[config.mk]
export PLATFORM = sky130hd
export DESIGN_NAME = data_mem_copier
export DESIGN_NICKNAME = d
export VERILOG_FILES = /design/src/rtl/data_mem_copier_pkg.sv /design/src/rtl/data_mem_copier.sv
export SDC_FILE = /design/constraint.sdc
export NUM_CORES = 1
export LEC_CHECK = 0
export CAP_MARGIN = 15
export CORE_ASPECT_RATIO = 2
export CORE_MARGIN = 2
export CORE_UTILIZATION = 25
export CTS_CLUSTER_DIAMETER = 40
export DETAILED_ROUTE_END_ITERATION = 10
export PLACE_DENSITY = 0.48
export SLEW_MARGIN = 10
export SYNTH_ARGS = -nofsm -noshare
export SYNTH_HDL_FRONTEND = slang
export SYNTH_SLANG_ARGS = --single-unit
[constraint.sdc]
create_clock -name clk -period 4.3 [get_ports clk]
set_input_delay 1.075 -clock clk [delete_from_list [all_inputs] [get_ports clk]]
set_output_delay 1.075 -clock clk [all_outputs]
set_load 0.03 [all_outputs]
[src/rtl/data_mem_copier_pkg.sv]
// data_mem_copier_pkg: shared widths and FSM encoding for the block-copy engine.
// Revision: 1.0
`default_nettype none

package data_mem_copier_pkg;

  localparam int DEF_ADDR_W = 16;
  localparam int DEF_DATA_W = 16;
  localparam int DEF_LEN_W  = 8;

  typedef enum logic [1:0] {
    ST_IDLE  = 2'd0,
    ST_READ  = 2'd1,
    ST_WRITE = 2'd2,
    ST_DONE  = 2'd3
  } copier_state_e;

endpackage : data_mem_copier_pkg

`default_nettype wire

[src/rtl/data_mem_copier.sv]
// data_mem_copier: copies LENGTH words from a source to a destination base, one word per read/write pair.
// Revision: 1.0
`default_nettype none

module data_mem_copier
  import data_mem_copier_pkg::*;
#(
  parameter int ADDR_W = DEF_ADDR_W,
  parameter int DATA_W = DEF_DATA_W,
  parameter int LEN_W  = DEF_LEN_W
) (
  input  logic              clk,
  input  logic              rst_n,
  input  logic              start,
  input  logic [ADDR_W-1:0] src_addr,
  input  logic [ADDR_W-1:0] dst_addr,
  input  logic [LEN_W-1:0]  length,
  output logic              busy,
  output logic              done,
  output logic [ADDR_W-1:0] mem_addr,
  output logic [DATA_W-1:0] mem_write_data,
  input  logic [DATA_W-1:0] mem_read_data,
  output logic              mem_read,
  output logic              mem_write
);

  copier_state_e     state_q;
  logic [ADDR_W-1:0] src_q;
  logic [ADDR_W-1:0] dst_q;
  logic [LEN_W-1:0]  len_q;
  logic [LEN_W-1:0]  idx_q;
  logic [DATA_W-1:0] buf_q;

  always_ff @(posedge clk or negedge rst_n) begin
    if (!rst_n) begin
      state_q <= ST_IDLE;
      src_q   <= '0;
      dst_q   <= '0;
      len_q   <= '0;
      idx_q   <= '0;
      buf_q   <= '0;
    end else begin
      case (state_q)
        ST_IDLE: begin
          if (start) begin
            src_q   <= src_addr;
            dst_q   <= dst_addr;
            len_q   <= length;
            idx_q   <= '0;
            state_q <= (length != '0) ? ST_READ : ST_DONE;
          end
        end
        ST_READ: begin
          buf_q   <= mem_read_data;
          state_q <= ST_WRITE;
        end
        ST_WRITE: begin
          // len_q is nonzero here, so len_q-1 cannot underflow.
          if (idx_q == len_q - LEN_W'(1)) begin
            state_q <= ST_DONE;
          end else begin
            idx_q   <= idx_q + LEN_W'(1);
            state_q <= ST_READ;
          end
        end
        ST_DONE: state_q <= ST_IDLE;
        default: state_q <= ST_IDLE;
      endcase
    end
  end

  // Moore decode; address sums wrap naturally at ADDR_W bits.
  always_comb begin
    busy           = (state_q != ST_IDLE);
    done           = (state_q == ST_DONE);
    mem_read       = (state_q == ST_READ);
    mem_write      = (state_q == ST_WRITE);
    mem_addr       = '0;
    mem_write_data = '0;
    if (state_q == ST_READ) begin
      mem_addr = src_q + ADDR_W'(idx_q);
    end else if (state_q == ST_WRITE) begin
      mem_addr       = dst_q + ADDR_W'(idx_q);
      mem_write_data = buf_q;
    end
  end

endmodule : data_mem_copier

`default_nettype wire

Word level (Yosys, flattened, before mapping)
Cells that the tools add are included.

operators by class
  multipliers = 0
  shifts and indexed selects = 0
  equal/unequal tests = 6
  bitwise gates (word level) = 0
  multiplexer cells = 11
  add/sub/neg operators = 4
  divide/modulo/power cells = 0
  reductions and logical operators = 6
  $lt $le $gt $ge = 0

operators with widths
  operator             number
  $mux 16              4
  $add 16x8->16        2
  $mux 8               2
  $pmux 8 s2           1
  $add 8x1->8 const B  1
  $eq 8x8->1           1
  $pmux 2 s4           1
  $reduce_bool 8->1    1
  $sub 8x1->8 const B  1
  $mux 2               3
  $eq 2x2->1 const B   2
  $ne 2x2->1 const B   2
  $reduce_bool 2->1    2
  $reduce_and 3->1     1
  $eq 2x1->1 const B   1
  $logic_not 2->1      1
  $reduce_and 2->1     1

storage, ports and cells
  bits in latches = 0
  flip-flop bits (word level) = 66
  bits in read-only memories = 0
  memory bits (writable) = 0
  memories = 0

Longest topological paths before layout
Gate-level depths: netlist of run 1.

  word-level depth = 4
  mapped depth = 9
  mapped depth without buffers = 9

Worst setup path after synthesis of run 1
Ideal clock, no wire load.

  path type = register to output
  start point = reg idx_q[0]
  end point = out mem_addr[12]
  stages on the path, launching flop included = 10
  buffers on the path = 0
  setup slack = 0.840 ns
  arrival time = 2.385 ns
  data required time = 3.225 ns
  cells stage by stage = dfrtp_1 > ha_1 > inv_1 > fa_1 > nor2b_1 > o2111ai_1 > nand3_1 > nand3_1 > or4_1 > o211ai_1

on the way
  longest elaborated chain between the ends = 3

ends and longest elaborated chain
  element                 line                   source
  from (decl)             data_mem_copier.sv:31  logic [LEN_W-1:0] idx_q;
  from (signal assigned)  data_mem_copier.sv:62  idx_q <= idx_q + LEN_W'(1);
  $add 16x8->16           data_mem_copier.sv:83  mem_addr = dst_q + ADDR_W'(idx_q);
  $mux 16                 data_mem_copier.sv:82  end else if (state_q == ST_WRITE) begin
  $mux 16 (*)             data_mem_copier.sv:80  if (state_q == ST_READ) begin
  to (decl)               data_mem_copier.sv:20  output logic [ADDR_W-1:0] mem_addr,

Mark *: on every way between the ends. The rest lies on a longest branch, timed or not.

Worst setup path in the final report of run 1
  start point = reg idx_q[0]
  end point = out mem_addr[14]

Same word-level chain as after synthesis.

==> metrics, run 1 <==
top cells by area, synth=dfrtp_1 (39%), nand2_1 (16%), ha_1 (5.3%); initial antenna violation count=0; Avg Cell Area, Syn=8.20 um2; area share of the largest cell type after synthesis=between 30% and 40%; main flop type after synthesis=dfrtp_1; Mapped Nets=600; Ant. Diodes=0; via count=3972; Final Max Slew Viols=0; CP Max Fanout=4; Chip Height=between 150 and 200 um; Initial Util=between 20% and 30%; setup bufs post-CTS=0; post-synth top area cell=dfrtp_1; r2r setup slk=around 1800 ps; setup violators final=0; layout cells sized above 1=7.72%; worst setup path category=register to output port; register area share after synthesis=between 30 and 40%; fillcell total=between 1500 and 2000; WP data required=around 3200 ps; Seq cells post-synth=66; synth unique cells=59; antenna-violating nets left=0; DRC=0; Max VDD drop=approximately 0.30 mV; global-route wire length before repair=roughly 21000 um; synth cell count leaders=nand2_1 (183), dfrtp_1 (66), xnor2_1 (19); status=complete, no violations; GR Overflow Total=0; DR iter-0 viols=135; final worst path period need=around 4100 ps; cells after synthesis=around 520; Root Driver=clkbuf_16; setup total negative slack=0 ps; GP Congestion=0.902; Critical Path Source Type=register; GRT Total Usage=between 15 and 20%; pin count of the biggest net entering global routing=67; final instance area=around 5700 um2; clock skew=about 12 ps; Layout area overhead=34.5%; Initial DRT Pass Iterations=4; ys async rst share=between 90% and 100%; Util after Layout=34.3%; Pleak=between 0.002 and 0.003 uW; CP endpoint kind=output port; Worst slew margin=41.4%; H-Tree Depth=3; PortBufs=94; Hold-fix buffers, CTS=0; f_max=242 MHz; mapped cell area=4270 um2; clk sink count=66; area of the multi-input gates=2460 um2; dpl hpwl=between 10000 and 15000 um; Max Cap Viol=0; post-placement cell area=5450 um2; Clock Pin Slew Worst Setup and Hold Paths=roughly 60 ps; CTS tree=done; number of global-route vias before repair=between 4000 and 5000; YS warnings=0; die area=18200 um2; clock buffer depth=2; Worst Hold Class=register to register; fin crit share=96.3%; most numerous cell in the Yosys netlist=nand2_1; routed wire length=~14000 um; Worst-Margin Slew=between 800 and 900 ps; EDFF count, synth=0; Worst-Skew Late Latency=~350 ps; die width=slightly below 100 um; WL/cell=roughly 16 um; Final Hold Fails=0; Site Rows=67; RSZ-0062 raised after global routing=no; final-stage net count=~700; core area=16800 um2; I/O pins=95; pwr dens=around 670 nW/um2; via/cell ratio=~4.8; arrival time worst endpoint=~3100 ps; CTS Buf Count=9; register area=1650 um2
-- cell families after synthesis --
family | after synthesis | share of synthesized area (%)
adders and majority gates | 20 | 6.21
and+or+nand+nor | 287 | 31.4
buffers and inverters | 38 | 3.92
AOI/OAI and AO/OA | 71 | 11.5
DFF | 66 | 38.7
muxes | 8 | 1.87
xor gates and xnor gates | 31 | 6.36
-- through the flow --
| stage | hold WS [ps] | instances | worst slack (ps) | total power (uW) |
|---|---|---|---|---|
| 3_3_place_gp | 452 | 813 | 303 | 3170 |
| 3_5_place_dp | 454 | 813 | 277 | 3200 |
| 4_1_cts | 468 | 829 | 11.8 | 3920 |
| 5_1_grt | 488 | 829 | 4.52 | 4160 |
| 2_1_floorplan | 437 | 521 | 840 | 2460 |
| 6_report | 464 | 829 | 159 | 3870 |
-- timing repair --
item	4_1_cts	5_1_grt
gates resized for setup	2	5
pin swaps	0	0
endpoints found under the setup margin	3	4
-- per-layer routing --
metal	part of all wire, %	routed length, um	global-route usage, %
met3	3.7	499	2.83
met4	3.6	492	7.75
met5	0	0	0
met1	35	4760	15.1
met2	58	7830	29.9
-- layout make-up --
class,instances,area share [%]
multi-input combinational,417,42.8
sequential,66,28.8
timing repair buffer,105,17.9
clock buffer,14,4.77
tap,207,4.51
inverter,18,1.18
clock inverter,2,0.174
-- worst paths after layout --
| check | end | cells after the start | from |
|---|---|---|---|
| worst max register to register | idx_q[5]$_DFFE_PN0P_ | 6 | state_q[0]$_DFFE_PN0P_ |
| max in group asynchronous | idx_q[6]$_DFFE_PN0P_ | 2 | rst_n |
| worst min register to register | buf_q[15]$_DFFE_PN0P_ | 2 | buf_q[15]$_DFFE_PN0P_ |
| worst min-delay path | buf_q[15]$_DFFE_PN0P_ | 2 | buf_q[15]$_DFFE_PN0P_ |
| worst max-delay path | mem_addr[14] | 9 | idx_q[0]$_DFFE_PN0P_ |
| min in group asynchronous | src_q[2]$_DFFE_PN0P_ | 2 | rst_n |
-- critical path: stages (launching register included) --
cell and delay, ps:
dfrtp_1 400, ha_1 230, fa_1 410, a21oi_1 180, nor2_1 100, nor3_2 280, nor3_1 120, xnor2_1 140
o22ai_1 170, clkdlybuf4s50_1 700
-- cells in the final DEF, fill, tap and decap left out, types with 4 or more instances in the layout --
cell type / n
a21o_1: 4
a21oi_1: 11
a21oi_2: 5
and2_1: 18
buf_4: 11
clkbuf_16: 9
clkdlybuf4s50_1: 89
dfrtp_1: 65
ha_1: 18
inv_1: 17
mux2i_1: 8
nand2_1: 183
nand2b_1: 8
nand3_1: 12
nand4_1: 6
nand4b_1: 5
nor2_1: 14
nor3_1: 11
o21ai_0: 15
o22ai_1: 9
or3_1: 5
or4_1: 4
xnor2_1: 19
xor2_1: 12
-- report_power, final --
part           internal [uW]  switching (uW)
Sequential               894             272
Combinational            788            1210
Clock                    436             271
Total                   2120            1750
-- flip-flops by register name, indices dropped and copies added (netlist names) --
name and count:
src_q 16, idx_q 8, state_q 2, len_q 8, buf_q 16, dst_q 16
Note: power is estimated with default switching activity, not from simulation.
==> inputs of run 2 (changes only) <==
- CTS_BUF_LIST: default -> sky130_fd_sc_hd__clkbuf_4 sky130_fd_sc_hd__clkbuf_8 sky130_fd_sc_hd__clkbuf_16
==> metrics, run 2 (synthesized netlist as in run 1, its figures left out) <==
Ant. Diodes=0; hold endpoint=buf_q[15]$_DFFE_PN0P_; CTS tree=done; Reg2Reg Capture Point=idx_q[5]$_DFFE_PN0P_; Clock Pin Slew Worst Setup and Hold Paths=60 ps; WL/cell=roughly 16 um; via/cell ratio=between 4 and 5; fin crit share=96.3%; f_max=~240 MHz; H-Tree Depth=3; clock skew=around 12 ps; post-placement cell area=approximately 5400 um2; Critical Path Source Type=register; Initial DRT Pass Iterations=5; CP Max Fanout=4; leading cell types in the layout, fill and taps excluded=nand2_1 (183), clkdlybuf4s50_1 (89), dfrtp_1 (65), xnor2_1 (19); Layout area overhead=34.7%; number of cells on the worst hold path=2; Worst slew margin=about 42%; routed wire length=13600 um; biggest regs=buf_q x16, dst_q x16, src_q x16; Max VDD drop=roughly 0.30 mV; Root Driver=clkbuf_16; I/O pins=95; final cell count without fillers=829; r2r setup slk=approximately 1800 ps; die area=about 18000 um2; DP Cell Count=between 800 and 900; die width=around 96 um; clock buffer depth=2; worst reg-to-reg path cell count=6; layout cells sized above 1=between 8 and 9%; DR iter-0 viols=around 140; Worst Hold Class=register to register; setup total negative slack=0 ps; hold_sp=buf_q[15]$_DFFE_PN0P_; final instance area=about 5800 um2; GP Congestion=about 0.9; leading cell type in the layout, fill and taps excluded=nand2_1; final-stage net count=around 700; global-route wire length before repair=21000 um; core area=approximately 17000 um2; Chip Height=189 um; WP data required=3220 ps; Hold WS=between 400 and 500 ps; Worst-Margin Slew=just under 900 ps; fillcell total=~1800; routed length on met3=about 500 um; number of global-route vias before repair=~4200; arrival time worst endpoint=about 3100 ps; GR Overflow Total=0; via count=~4000; CP endpoint kind=output port; Pleak=about 0.0027 uW; CTS Buf Count=9; final worst path period need=approximately 4100 ps; Max Cap Viol=0; M1 wire length=between 4000 and 5000 um; met2 WL=between 7000 and 8000 um; pin count of the biggest net entering global routing=67; setup violators final=0; Initial Util=25.5%; dpl hpwl=between 10000 and 15000 um; area of the multi-input gates=around 2500 um2; status=complete, no violations; antenna-violating nets left=0; Crit Reg-Reg Startpoint=state_q[0]$_DFFE_PN0P_; PortBufs=between 90 and 100; Final Max Slew Viols=0; Worst-Skew Late Latency=about 340 ps; RSZ-0062 raised after global routing=no; Final Hold Fails=0; pwr dens=about 670 nW/um2; register area=1650 um2; top layer in use=met4; initial antenna violation count=0; clk sink count=66; worst setup path start=idx_q[0]$_DFFE_PN0P_; GRT Total Usage=about 16%; Site Rows=67; DRC=0; worst setup path category=register to output port
run 2: changes by cell type in the layout (fill, tap and decap cells not counted):
cell | before | now
clkbuf_4 | 0 | 2
clkbuf_1 | 2 | 0
run 2: metrics by stage:
stage               setup WS, ps  total power, uW  util, %
finish                       160             3880     34.3
global route                4.76             4180     34.3
CTS                         11.8             3930     34.3
detailed placement           277             3200     32.5
global placement             303             3170     32.5
floorplan                    840             2460        -
run 2: worst max path at each step:
stage	to	depth (start not counted)
final	mem_addr[14]	9
after global routing	mem_addr[15]	9
after CTS	mem_addr[11]	8
after detailed placement	mem_addr[12]	10
after global placement	mem_addr[12]	10
after floorplan	mem_addr[12]	9
run 2: report_power, final:
| group | switching (uW) | leakage [uW] | internal, uW |
|---|---|---|---|
| Sequential | 272 | 0.000825 | 894 |
| Combinational | 1210 | 0.00169 | 789 |
| Clock | 270 | 0.000149 | 448 |
run 2: what timing repair did:
item / CTS / global route
endpoints found under the setup margin: 3 / 4
setup buffers: 0 / 0
resized for setup: 2 / 5
hold endpoints to repair: 0 / 0
pin swaps: 0 / 0
hold buffers: 0 / 0
run 2: cell type report:
class / count / area share [%]
Clock buffer: 14 / 4.89
Clock inverter: 2 / 0.174
Inverter: 18 / 1.17
Multi-Input combinational cell: 417 / 42.7
Sequential cell: 66 / 28.7
Tap cell: 207 / 4.50
Timing Repair Buffer: 105 / 17.8
run 2: per-layer routing:
metal	vias up	track usage [%]
met2	103	29.9
met4	0	7.75
li1	1952	-
met5	-	0
met3	23	2.83
met1	1908	15.1
run 2: worst max-delay path: stages (launching register included):
cell	delay [ps]
dfrtp_1	400
ha_1	230
fa_1	410
a21oi_1	180
nor2_1	90
nor3_2	280
nor3_1	120
xnor2_1	140
o22ai_1	170
clkdlybuf4s50_1	700
==> variant 1: new RTL, config.mk and constraints of run 2 <==
The 4 states of `copier_state_e` get a one-hot encoding in 4 bits.
--- a/src/rtl/data_mem_copier_pkg.sv
+++ b/src/rtl/data_mem_copier_pkg.sv
@@ -10,7 +10,7 @@
 
-  typedef enum logic [1:0] {
-    ST_IDLE  = 2'd0,
-    ST_READ  = 2'd1,
-    ST_WRITE = 2'd2,
-    ST_DONE  = 2'd3
+  typedef enum logic [3:0] {
+    ST_IDLE  = 4'b0001,
+    ST_READ  = 4'b0010,
+    ST_WRITE = 4'b0100,
+    ST_DONE  = 4'b1000
   } copier_state_e;
Behaviour: no difference found for any inputs over 10 cycles, from zero or initial values and one cycle with rst_n low; not proved beyond that.
==> variant 1 against run 2 <==
Clock power rose by 20%; sequential cell count rose by 2; setup slack improved by 0.067 ns; synthesized cell count fell by 4.8%; wire length fell by 5.7%; area after synthesis fell by 4.1%; count of clock-buffer cells in the layout fell by 5; design area fell by 1.3%; power fell by 16%; critical path type unchanged; critical endpoint is now mem_addr[12].
==> variant 1: results (changes against run 2) <==
Critical path
  • Crit path max fanout: 7 (was 4)
  • Largest stage delay, worst path: 0.49 ns (was 0.70 ns)
  • Kind of cell adding the most delay to the critical path: compound AO/OA/AOI/OAI gates (was buffers and inverters)
  • Slowest-stage cell, CP: dfrtp_1 (was clkdlybuf4s50_1)
  • WP data arrival: 3.00 ns (was 3.06 ns)

Global route
  • Number of global-route vias before repair: 3962 (was 4196)
  • Largest net degree at the start of global routing: 47 (was 67)
  • Initial antenna violation count: 0 (unchanged)
  • First-pass GRT wire length: 20.5 mm (was 21.0 mm)
  • Gr usage total: 15.6% (about the same)

Clocking
  • Clk slew on worst S/H paths: 0.06 ns (about the same)
  • H-tree depth: 3 (unchanged)
  • Total CTS buffers: 9 (unchanged)
  • Root Buffer: clkbuf_16 (unchanged)
  • Clock Path Buffers: 2 (unchanged)

Synth
  • Mean area per synthesized cell: 8.26 um^2 (was 8.20 um^2)
  • Synth top cells by count: nand2_1 (180), dfrtp_1 (67), ha_1 (18) (was nand2_1 (183), dfrtp_1 (66), xnor2_1 (19))
  • Area contributors post-synth: dfrtp_1 (41%), nand2_1 (16%), ha_1 (5.5%) (was dfrtp_1 (39%), nand2_1 (16%), ha_1 (5.3%))
  • Primary FF master, synth: dfrtp_1 (unchanged)
  • Syn Nets: 575 (was 600)
  • Adder-Cell Fraction of Synth Area: 6.48% (was 6.21%)
  • Mux cell area share after synthesis: 0.519% (was 1.87%)
  • Synth async-reset ratio: 100% (unchanged)
  • Sequential area share after synthesis: 41.6% (was 38.7%)
  • Synth unique cells: 54 (was 59)
  • Synth Area in XOR/XNOR: 6.41% (was 6.36%)
  • Synth Area in Compound Gates: 12.3% (was 11.5%)

Place
  • Post-DP HPWL: 9.78 mm (was 10.7 mm)
  • DP Cell Count: 785 (was 813)
  • Port Buffer Count: 94 (unchanged)
  • Setup Slack @ Placement: 0.192 ns (was 0.277 ns)
  • GP Congestion: 0.805 (was 0.902)

Final layout
  • Fraction of layout cells with a size suffix above 1: 8.19% (was 8.04%)
  • Biggest registers after layout: buf_q (16), dst_q (16), src_q (16) (unchanged)
  • Antenna diodes: 0 (unchanged)
  • Final Non-Filler Cells: 802 (was 829)
  • Layout filler cell count: 1727 (was 1788)
  • Nets: 672 (was 696)

Timing
  • Slew HR: 42.2% (was 41.6%)
  • Setup Skew: 0.00909 ns (was 0.0122 ns)

Drt
  • Max Used Layer: met4 (unchanged)
  • Met2 Wirelength: 7.33 mm (was 7.86 mm)
  • Met3 Wirelength: 387 um (was 486 um)
  • Metal1 wirelength: 4.72 mm (was 4.82 mm)
  • Via/cell ratio: 4.75 (was 4.81)
  • Initial DRT Pass Iterations: 4 (was 5)
  • Initial DRC Count: 124 (was 142)
  • Mean routed wirelength per cell: 16.0 um (was 16.4 um)

Status
  • Outcome: completed (unchanged)

Power and ir drop
  • Max VDD drop: 273 uV (was 303 uV)
  • Internal: 1980 uW (was 2130 uW)
  • Static leakage: 0.00264 uW (was 0.00266 uW)

Worst hold path
  • Hold Path Class: register to register (unchanged)
[variant 1: cell type report]
class,count,area [um^2],share of cell area [%]
multi-input cells,396,2290,40.3
clock inverters,7,124,2.18
clock buffers,9,225,3.97
well taps,204,255,4.50
flip-flops and latches,68,1700,30.0
inverters,12,45.0,0.793
repair buffers,106,1040,18.2
[variant 1: routing by layer]
layer,vias up,global-route usage [%]
met5,-,0
met4,0,7.07
met3,22,2.32
met2,85,30.3
met1,1831,15.8
li1,1872,-
[variant 1: timing repair]
item,in CTS,in global routing
resized for setup,8,15
gates cloned,0,0
buffers inserted,0,0
setup endpoints to repair,7,8
[variant 1: through the flow]
stage               hold WS [ns]  power [uW]  area (um^2)
finish                     0.464        3250         5680
floorplan                  0.432        1950         4100
CTS                        0.468        3290         5660
global placement           0.449        2380         5320
detailed placement         0.453        2420         5320
global route               0.491        3520         5680
[variant 1: power groups by stage]
| stage | Clock (uW) | Combinational [uW] | Sequential (uW) |
|---|---|---|---|
| floorplan | 0 | 858 | 1090 |
| global placement | 0 | 1190 | 1190 |
| detailed placement | 0 | 1220 | 1200 |
| CTS | 887 | 1220 | 1190 |
| global route | 920 | 1370 | 1220 |
| finish | 866 | 1200 | 1180 |
[variant 1: worst paths after layout]
kind,slack (ns),startpoint,endpoint,depth (start not counted)
worst max-delay path,0.23,idx_q[0],mem_addr[12],10
worst min-delay path,0.46,buf_q[15],buf_q[15],2
worst max register to register,1.69,len_q[0],idx_q[1],8
worst min register to register,0.46,buf_q[15],buf_q[15],2
max in group asynchronous,3.05,rst_n,src_q[12],2
min in group asynchronous,0.63,rst_n,len_q[3],1
==> variant 2: new RTL, config.mk and constraints of run 2 <==
Made on the original files. Change the package constant `DEF_DATA_W` from 16 to 32.
--- a/src/rtl/data_mem_copier_pkg.sv
+++ b/src/rtl/data_mem_copier_pkg.sv
@@ -7,3 +7,3 @@
   localparam int DEF_ADDR_W = 16;
-  localparam int DEF_DATA_W = 16;
+  localparam int DEF_DATA_W = 32;
   localparam int DEF_LEN_W  = 8;
Interface: changed (resized mem_read_data and mem_write_data); port bits go from 95 to 127. The function was not compared with the original's and may differ.
==> variant 2 against run 2 <==
Via count rose by 13%; design area rose by 17%; area after synthesis rose by 14%; non-clock buffer count rose by 30; global-route usage fell by 0.45 points; cell count rose by 19%; critical path depth did not move; wire length rose by 13%; sequential cell count rose by 16; power rose by 15%; setup slack improved by 0.00091 ns; highest routed layer unchanged.
==> variant 2: results (changes against run 2) <==
Final layout
  • Final clock-cell share: 4.99% (was 5.07%)
  • Non-clk bufs: 135 (was 105)
  • #MultiIn Comb: 475 (was 417)
  • Fraction of layout cells with a size suffix above 1: 5.11% (was 8.04%)
  • Final Non-Filler Cells: 983 (was 829)
  • Register share of the cell area: 30.4% (was 28.7%)
  • Biggest registers after layout: buf_q (32), dst_q (16), src_q (16) (was buf_q (16), dst_q (16), src_q (16))
  • Layout filler cell count: 2034 (was 1788)

Synth
  • Area contributors post-synth: dfrtp_1 (42%), nand2_1 (17%), and2_1 (4.9%) (was dfrtp_1 (39%), nand2_1 (16%), ha_1 (5.3%))
  • #FFs+latches synth: 82 (was 66)
  • Synth unique cells: 56 (was 59)
  • Syn Nets: 695 (was 600)

Timing
  • Pin slew with the least headroom to its limit: 0.887 ns (was 0.876 ns)

Drt
  • Initial DRC Count: 112 (was 142)
  • Via/cell ratio: 4.59 (was 4.81)
  • Post-Route WL: 15.4 mm (was 13.6 mm)

Critical path
  • Kind of cell adding the most delay to the critical path: compound AO/OA/AOI/OAI gates (was buffers and inverters)
  • Largest stage delay, worst path: 0.46 ns (was 0.70 ns)
  • Slowest-stage cell, CP: dfrtp_1 (was clkdlybuf4s50_1)

Status
  • Outcome: completed (unchanged)

Power and ir drop
  • P per Cell Area: 663 nW/um^2 (was 675 nW/um^2)
  • Switching part of the total: 43.1% (was 45.1%)
  • Max VDD drop: 298 uV (was 303 uV)

Place
  • GP Congestion: 0.834 (was 0.902)
  • Post-DP HPWL: 12.1 mm (was 10.7 mm)
  • Port Buffer Count: 126 (was 94)

Global route
  • Largest net degree at the start of global routing: 83 (was 67)
  • Number of global-route vias before repair: 4862 (was 4196)

Worst hold path
  • Worst hold start: buf_q[18] (was buf_q[15])
## variant 2: stage by stage
step / area (um^2) / util (%) / hold WS (ns) / setup slack [ns]
finish: 6740 / 35.1 / 0.467 / 0.161
global route: 6740 / 35.1 / 0.483 / 0.00200
CTS: 6720 / 35.0 / 0.470 / 0.151
detailed placement: 6390 / 33.3 / 0.457 / 0.265
global placement: 6390 / 33.3 / 0.451 / 0.342
floorplan: 4860 / - / 0.437 / 0.623
## variant 2: final timing paths
check / to / slack, ns / cells past startpoint
worst max-delay path: mem_addr[12] / 0.16 / 9
worst min-delay path: buf_q[18] / 0.47 / 2
worst max register to register: idx_q[0] / 1.41 / 8
worst min register to register: buf_q[18] / 0.47 / 2
max in group asynchronous: src_q[13] / 3.00 / 2
min in group asynchronous: buf_q[26] / 0.69 / 1
## variant 2: logic make-up (layout without fill, tap and decap cells)
| kind of cell | count (synthesis) | count (layout) | synth area share (%) |
|---|---|---|---|
| simple gates | 332 | 332 | 30.4 |
| compound gates | 95 | 95 | 13.3 |
| flops | 82 | 82 | 42.2 |
| buf+inv | 43 | 167 | 3.48 |
| xor+xnor | 26 | 26 | 4.69 |
| fa+ha+maj | 20 | 20 | 5.46 |
| mux | 2 | 2 | 0.438 |
## variant 2: worst min-delay path: cells and delay by family (launching register included)
kind	cells	cell delay (ns)
DFF	1	0.33
and+or+nand+nor	2	0.11
## variant 2: repair_timing
action | in CTS | in global routing
buffers inserted | 0 | 0
gates resized for setup | 5 | 0
endpoints found under the setup margin | 5 | 0
hold buffers | 0 | 0
## variant 2: metal layers
layer	up-vias	routed length, um	global-route usage [%]
li1	2257	-	-
met4	0	401	6.10
met5	-	0	0
met2	109	8870	30.4
met1	2131	5370	14.1
met3	17	706	2.57
